**config.mk**
```make
export PLATFORM = sky130hd
export DESIGN_NAME = phase_sequencer
export DESIGN_NICKNAME = d
export VERILOG_FILES = /design/src/rtl/forth_pkg.sv /design/src/rtl/phase_edge_detect.sv /design/src/rtl/phase_sequencer.sv
export SDC_FILE = /design/constraint.sdc
export NUM_CORES = 1
export LEC_CHECK = 0
export BUFFER_PORTS_ARGS = -buffer_cell sky130_fd_sc_hd__buf_2
export CORE_ASPECT_RATIO = 0.8
export CORE_UTILIZATION = 31
export DETAILED_ROUTE_END_ITERATION = 16
export PLACE_DENSITY_LB_ADDON = 0.2
export REMOVE_ABC_BUFFERS = 1
export SETUP_SLACK_MARGIN = 0.1
export SLEW_MARGIN = 20
export SYNTH_ARGS = -nofsm -noshare
export SYNTH_HDL_FRONTEND = slang
export SYNTH_SLANG_ARGS = --single-unit
export TNS_END_PERCENT = 20
```
**constraint.sdc**
```tcl
create_clock -name i_CLOCK -period 2.3 [get_ports i_CLOCK]
set_input_delay 0.115 -clock i_CLOCK [delete_from_list [all_inputs] [get_ports i_CLOCK]]
set_output_delay 0.115 -clock i_CLOCK [all_outputs]
set_load 0.01 [all_outputs]
```
**src/rtl/forth_pkg.sv**
```systemverilog
// Shared definitions for the Forth core sequencing blocks: phase encoding,
// sequencer states and the phase-rotation legality helper.
package forth_pkg;

  localparam int ADDR_W_DEF  = 16;
  localparam int INSTR_W_DEF = 16;

  // Phase indices produced by the clock divisor; 0 and 4..7 are never legal.
  localparam logic [2:0] PH_X = 3'd1;
  localparam logic [2:0] PH_Y = 3'd2;
  localparam logic [2:0] PH_Z = 3'd3;

  typedef enum logic [2:0] {
    ST_SYNC   = 3'd0,
    ST_FETCH  = 3'd1,
    ST_WAIT   = 3'd2,
    ST_DECODE = 3'd3,
    ST_EXEC   = 3'd4,
    ST_HALTED = 3'd5
  } seq_state_e;

  // Only legal successor of phase p; from the reset value 0 the rotation
  // must start at PH_X. Garbage indices have no legal successor (returns 0).
  function automatic logic [2:0] next_phase(input logic [2:0] p);
    case (p)
      3'd0:    return PH_X;
      PH_X:    return PH_Y;
      PH_Y:    return PH_Z;
      PH_Z:    return PH_X;
      default: return 3'd0;
    endcase
  endfunction

endpackage

```
**src/rtl/phase_edge_detect.sv**
```systemverilog
// Detects entry into a new divisor phase and flags out-of-order rotations.
module phase_edge_detect
  import forth_pkg::*;
(
  input  logic       clk_i,
  input  logic       rst_ni,
  input  logic [2:0] state_i,
  output logic       entry_o,
  output logic [2:0] entry_phase_o,
  output logic       illegal_o
);

  logic [2:0] prev_q;
  logic       legal;

  // Track the phase index seen on the previous cycle
  always_ff @(posedge clk_i or negedge rst_ni) begin
    if (!rst_ni) prev_q <= '0;
    else         prev_q <= state_i;
  end

  // An entry is any change of index; it is legal only along the rotation
  always_comb begin
    entry_o       = (state_i != prev_q);
    entry_phase_o = state_i;
    legal         = (state_i != 3'd0) && (state_i == next_phase(prev_q));
    illegal_o     = entry_o && !legal;
  end

endmodule

```
**src/rtl/phase_sequencer.sv**
```systemverilog
// Turns the divisor phase rotation into fetch/decode/execute enables for the
// Forth core; owns PC, IR and the retired-instruction counter.
module phase_sequencer
  import forth_pkg::*;
#(
  parameter int                ADDR_W   = ADDR_W_DEF,
  parameter int                INSTR_W  = INSTR_W_DEF,
  parameter logic [ADDR_W-1:0] RESET_PC = '0,
  parameter int                CNT_W    = 32
) (
  input  logic               i_CLOCK,
  input  logic               i_RESET_N,
  input  logic [2:0]         i_STATE,
  input  logic               i_MEM_READY,
  input  logic [INSTR_W-1:0] i_MEM_DATA,
  input  logic               i_BRANCH,
  input  logic [ADDR_W-1:0]  i_BRANCH_ADDR,
  input  logic               i_HALT,
  output logic               o_MEM_REQ,
  output logic [ADDR_W-1:0]  o_PC,
  output logic [INSTR_W-1:0] o_IR,
  output logic               o_DECODE_EN,
  output logic               o_EXEC_EN,
  output logic               o_STALL,
  output logic               o_HALTED,
  output logic               o_PHASE_ERR,
  output logic [CNT_W-1:0]   o_RETIRED
);

  logic       entry, illegal;
  logic [2:0] entry_phase;
  logic       enter_x, enter_y, enter_z;
  logic       mem_got;

  seq_state_e         state_q, state_d;
  logic [ADDR_W-1:0]  pc_q, pc_d;
  logic [INSTR_W-1:0] ir_q, ir_d;
  logic               irv_q, irv_d;   // IR holds the word for the current fetch
  logic               req_q, req_d;
  logic               dec_q, dec_d;
  logic               exe_q, exe_d;
  logic               err_q, err_d;
  logic [CNT_W-1:0]   ret_q, ret_d;

  phase_edge_detect u_edge (
    .clk_i         (i_CLOCK),
    .rst_ni        (i_RESET_N),
    .state_i       (i_STATE),
    .entry_o       (entry),
    .entry_phase_o (entry_phase),
    .illegal_o     (illegal)
  );

  assign enter_x = entry && !illegal && (entry_phase == PH_X);
  assign enter_y = entry && !illegal && (entry_phase == PH_Y);
  assign enter_z = entry && !illegal && (entry_phase == PH_Z);
  // Ready arriving together with the phase-2 entry counts as already seen
  assign mem_got = irv_q || i_MEM_READY;

  // State, address, instruction and counter registers
  always_ff @(posedge i_CLOCK or negedge i_RESET_N) begin
    if (!i_RESET_N) begin
      state_q <= ST_SYNC;
      pc_q    <= RESET_PC;
      ir_q    <= '0;
      irv_q   <= 1'b0;
      req_q   <= 1'b0;
      dec_q   <= 1'b0;
      exe_q   <= 1'b0;
      err_q   <= 1'b0;
      ret_q   <= '0;
    end else begin
      state_q <= state_d;
      pc_q    <= pc_d;
      ir_q    <= ir_d;
      irv_q   <= irv_d;
      req_q   <= req_d;
      dec_q   <= dec_d;
      exe_q   <= exe_d;
      err_q   <= err_d;
      ret_q   <= ret_d;
    end
  end

  // Next-state logic; an illegal phase entry overrides all normal progress
  always_comb begin
    state_d = state_q;
    pc_d    = pc_q;
    ir_d    = ir_q;
    irv_d   = irv_q;
    req_d   = req_q;
    dec_d   = 1'b0;
    exe_d   = 1'b0;
    err_d   = err_q || illegal;
    ret_d   = ret_q;
    if (illegal) begin
      state_d = ST_SYNC;
      req_d   = 1'b0;
      irv_d   = 1'b0;
    end else begin
      unique case (state_q)
        ST_SYNC: begin
          if (enter_x) begin
            state_d = ST_FETCH;
            req_d   = 1'b1;
            irv_d   = 1'b0;
          end
        end
        ST_FETCH, ST_WAIT: begin
          if (!irv_q && i_MEM_READY) begin
            ir_d  = i_MEM_DATA;
            irv_d = 1'b1;
            req_d = 1'b0;
          end
          if (enter_y) begin
            if (mem_got) begin
              state_d = ST_DECODE;
              dec_d   = 1'b1;
            end else begin
              state_d = ST_WAIT;
            end
          end
        end
        ST_DECODE: begin
          if (enter_z) begin
            state_d = ST_EXEC;
            exe_d   = 1'b1;
          end
        end
        ST_EXEC: begin
          pc_d  = i_BRANCH ? i_BRANCH_ADDR : pc_q + 1'b1;
          ret_d = ret_q + 1'b1;
          irv_d = 1'b0;
          if (i_HALT) begin
            state_d = ST_HALTED;
          end else if (enter_x) begin
            state_d = ST_FETCH;
            req_d   = 1'b1;
          end else begin
            state_d = ST_SYNC;
          end
        end
        ST_HALTED: begin
          if (enter_x && !i_HALT) begin
            state_d = ST_FETCH;
            req_d   = 1'b1;
          end
        end
        default: state_d = ST_SYNC;
      endcase
    end
  end

  assign o_MEM_REQ   = req_q;
  assign o_PC        = pc_q;
  assign o_IR        = ir_q;
  assign o_DECODE_EN = dec_q;
  assign o_EXEC_EN   = exe_q;
  assign o_STALL     = (state_q == ST_WAIT);
  assign o_HALTED    = (state_q == ST_HALTED);
  assign o_PHASE_ERR = err_q;
  assign o_RETIRED   = ret_q;

endmodule
```
==> flow_metrics.py <==
metrics = {
    "power": {
        "p_per_area_nw_per_um2": 573,
        "p_clk_share_pct": 42.8,
        "switching_power_mw": 0.713,
        "seqPwrFrac_pct": 47.7,
        "power_mw": 2.95,
        "ir_drop_mv": 0.350,
        "internal-power_mw": 2.23,
        "swShare_pct": 24.2,
        "p_comb_share_pct": 9.5,
        "p_leak_nw": 2.38,
    },
    "cts": {
        "clk_root_buffer_cell": "clkbuf_16",
        "cts.sink_count": 75,
        "clk_latency_ps": 330,
        "cts_buffer_depth": 2,
        "cts_tree": "done",
        "htreeDepth": 3,
        "clk_pin_slew_ps": 60,
        "cts_buffers": 9,
        "postCtsSetupRepairBufs": 0,
    },
    "detailed_routing": {
        "vias_per_cell": 5.22,
        "routed-wl-met3_um": 792,
        "drc": 0,
        "drt-pass1-iter-count": 7,
        "met2_length_mm": 4.61,
        "wl_met1_mm": 5.74,
        "drt_first_iter_violations": 152,
        "final_antenna_net_count": 0,
        "vias": 3652,
        "routed_wl_mm": 11.3,
        "top_layer": "met4",
        "avgRoutedWirePerCell_um": 16.2,
    },
    "placed_design": {
        "pre_cts_ws_ps": 192,
        "gp_congestion": 0.792,
        "place_area_um2": 4820,
        "dp_hpwl_mm": 7.97,
        "port_buffers": 109,
    },
    "hold_path": {
        "worstHoldPathType": "input port to register",
    },
    "worst_setup_path": {
        "cp_max_fo": 6,
        "reg2reg_slack_ps": 330,
        "worst_r2r_endpoint": "o_RETIRED[20]",
        "crit_path_start_kind": "register",
        "ff2ff_path_depth": 6,
        "cp.required_ps": 2510,
        "worstPathArrival_ps": 2180,
        "crit_end": "o_RETIRED[20]",
        "reg2reg_from": "o_RETIRED[0]",
        "end_kind": "register",
        "worstSetupPathType": "register to register",
        "cp-startpoint": "o_RETIRED[0]",
    },
    "sta": {
        "rsz0062_at_grt": "no",
        "fin_tns_setup_ps": 0,
        "max_freq_ghz": 0.508,
        "tightest_slew_ps": 594,
        "period_minus_slack_ps": 1970,
        "finalMaxSlewViolations": 0,
        "final.period_utilization_pct": 85.5,
        "clock_skew_ps": 8.35,
        "hold_violations": 0,
        "relSlewSlack_pct": 60.0,
        "finalWorstSetupSlack_ps": 332,
        "setup_viol": 0,
    },
    "grt": {
        "antenna_found_initial": 0,
        "grt_pass1_vias": 3492,
        "grt_max_degree": 43,
        "track_usage_pct": 17.4,
        "grt-ovfl-total": 0,
        "grt_pass1_wl_mm": 18.2,
    },
    "synth": {
        "avgSynthCellArea_um2": 9.93,
        "synthTopCellsByArea": "dfrtp_1 47%, nand4_1 4.2%, xnor2_1 3.9%",
        "ys.flop_type": "dfrtp_1",
        "synth_edf_count": 0,
        "synth_area_leader_cell": "dfrtp_1",
        "synthesis.instances": 405,
        "synth-seq-cells": 75,
        "synth_cell_types": 53,
        "yosys_warnings": 0,
        "ys_async_sr_fraction_pct": 100,
        "ys_top_cells_by_count": "75 x dfrtp_1, 32 x nor2_1, 30 x nor3_1",
        "post-synth-top-count-cell": "dfrtp_1",
        "syn-cell-area_um2": 4020,
        "yosysTopAreaCellShare_pct": 46.7,
        "yosysSeqAreaShare_pct": 46.7,
    },
    "floorplan": {
        "initial_core_util_pct": 32.5,
        "die_area_um2": 13400,
        "placementRows": 36,
        "fp.coreArea_um2": 12400,
        "die_x_um": 129,
        "die_h_um": 104,
        "pin_count": 110,
    },
    "final_layout": {
        "fin_area_um2": 5140,
        "drive_gt1_share_pct": 30.1,
        "nets": 566,
        "num_antenna_cells": 0,
        "area_growth_pct": 27.9,
    },
    "run_status": {
        "status": "complete, no violations",
    },
    "job": {
        "drv_cap": 0,
    },
}
==> how the worst min path moves through the flow <==
stage | end | slack, ps | start | depth (start not counted)
final | o_IR[8] | 9 | i_MEM_DATA[8] | 2
after global routing | o_IR[5] | 3 | i_MEM_DATA[5] | 2
after CTS | o_IR[8] | 0.5 | i_MEM_DATA[8] | 2
after detailed placement | u_edge.prev_q[2] | 120 | i_RESET_N | 1
after global placement | u_edge.prev_q[2] | 120 | i_RESET_N | 1
after floorplan | irv_q | -180 | i_RESET_N | 0
==> state kept, by name, summed over array words and instances, names as in the netlist <==
| register | cells |
|---|---|
| irv_q | 1 |
| o_PC | 16 |
| u_edge.prev_q | 3 |
| state_q | 3 |
| o_IR | 16 |
| o_DECODE_EN | 1 |
| o_PHASE_ERR | 1 |
| o_RETIRED | 32 |
| o_EXEC_EN | 1 |
| o_MEM_REQ | 1 |
==> through the flow <==
| stage | util, % | instances | hold WS [ps] |
|---|---|---|---|
| floorplan | - | 380 | -181 |
| global placement | 38.9 | 678 | 119 |
| detailed placement | 38.9 | 678 | 123 |
| CTS | 41.5 | 699 | 0.508 |
| global route | 41.5 | 699 | 2.74 |
| finish | 41.5 | 699 | 9.35 |
==> logic make-up (layout without fill, tap and decap cells) <==
logic type	Yosys count	in the layout	synth area share, %
xor gates and xnor gates	35	35	7.63
AOI/OAI and AO/OA	64	64	10.8
DFF	75	75	46.7
buffers and inverters	31	154	3.58
and+or+nand+nor	176	176	23.7
adders and majority gates	4	4	1.12
muxes	20	20	6.47
==> layer usage <==
| metal | GRT usage, % | up-vias |
|---|---|---|
| li1 | - | 1738 |
| met1 | 25.7 | 1747 |
| met2 | 24.2 | 148 |
| met3 | 4.53 | 19 |
| met4 | 6.30 | 0 |
| met5 | 0 | - |
==> cells in the final DEF, fill, tap and decap left out, types with 8 or more instances in the layout <==
cell type  instances
nand3_1           28
dfrtp_1           75
a31oi_1            8
nor2_1            32
buf_4             18
o21ai_0           15
nor3_1            30
nand2_1           17
xnor2_1           18
a21oi_1            9
buf_2            108
nor4_1            10
clkbuf_16          9
xor2_1            17
mux2_4            10
nand4_1           27
==> power by group through the flow <==
stage          registers, mW  clock network [mW]  logic (mW)
6_report                1.41                1.26       0.279
5_1_grt                 1.41                1.37       0.308
4_1_cts                 1.40                1.32       0.283
3_5_place_dp            1.43                   0       0.274
3_3_place_gp            1.43                   0       0.270
2_1_floorplan           1.44                   0      0.0941
==> worst max-delay path, stage by stage (launching register included) <==
cell	delay (ps)
dfrtp_1	460
ha_1	270
nand4_1	120
nor3_2	290
nand3_1	120
or4_1	440
xnor2_1	150
==> area by class of cell <==
type	instances	area (um^2)
clock inverter	2	12.5
tap	171	214
inverter	6	22.5
clock buffer	13	250
timing repair buffer	133	756
fill	1250	7250
multi-input combinational	299	2010
sequential	75	1880
==> what timing repair did <==
| item | 4_1_cts | 5_1_grt |
|---|---|---|
| hold buffers | 6 | 0 |
| endpoints found under the hold margin | 38 | 0 |
| endpoints found under the setup margin | 0 | 6 |
| gates resized for setup | 0 | 1 |
No activity file was read; power rests on OpenSTA's default activity.
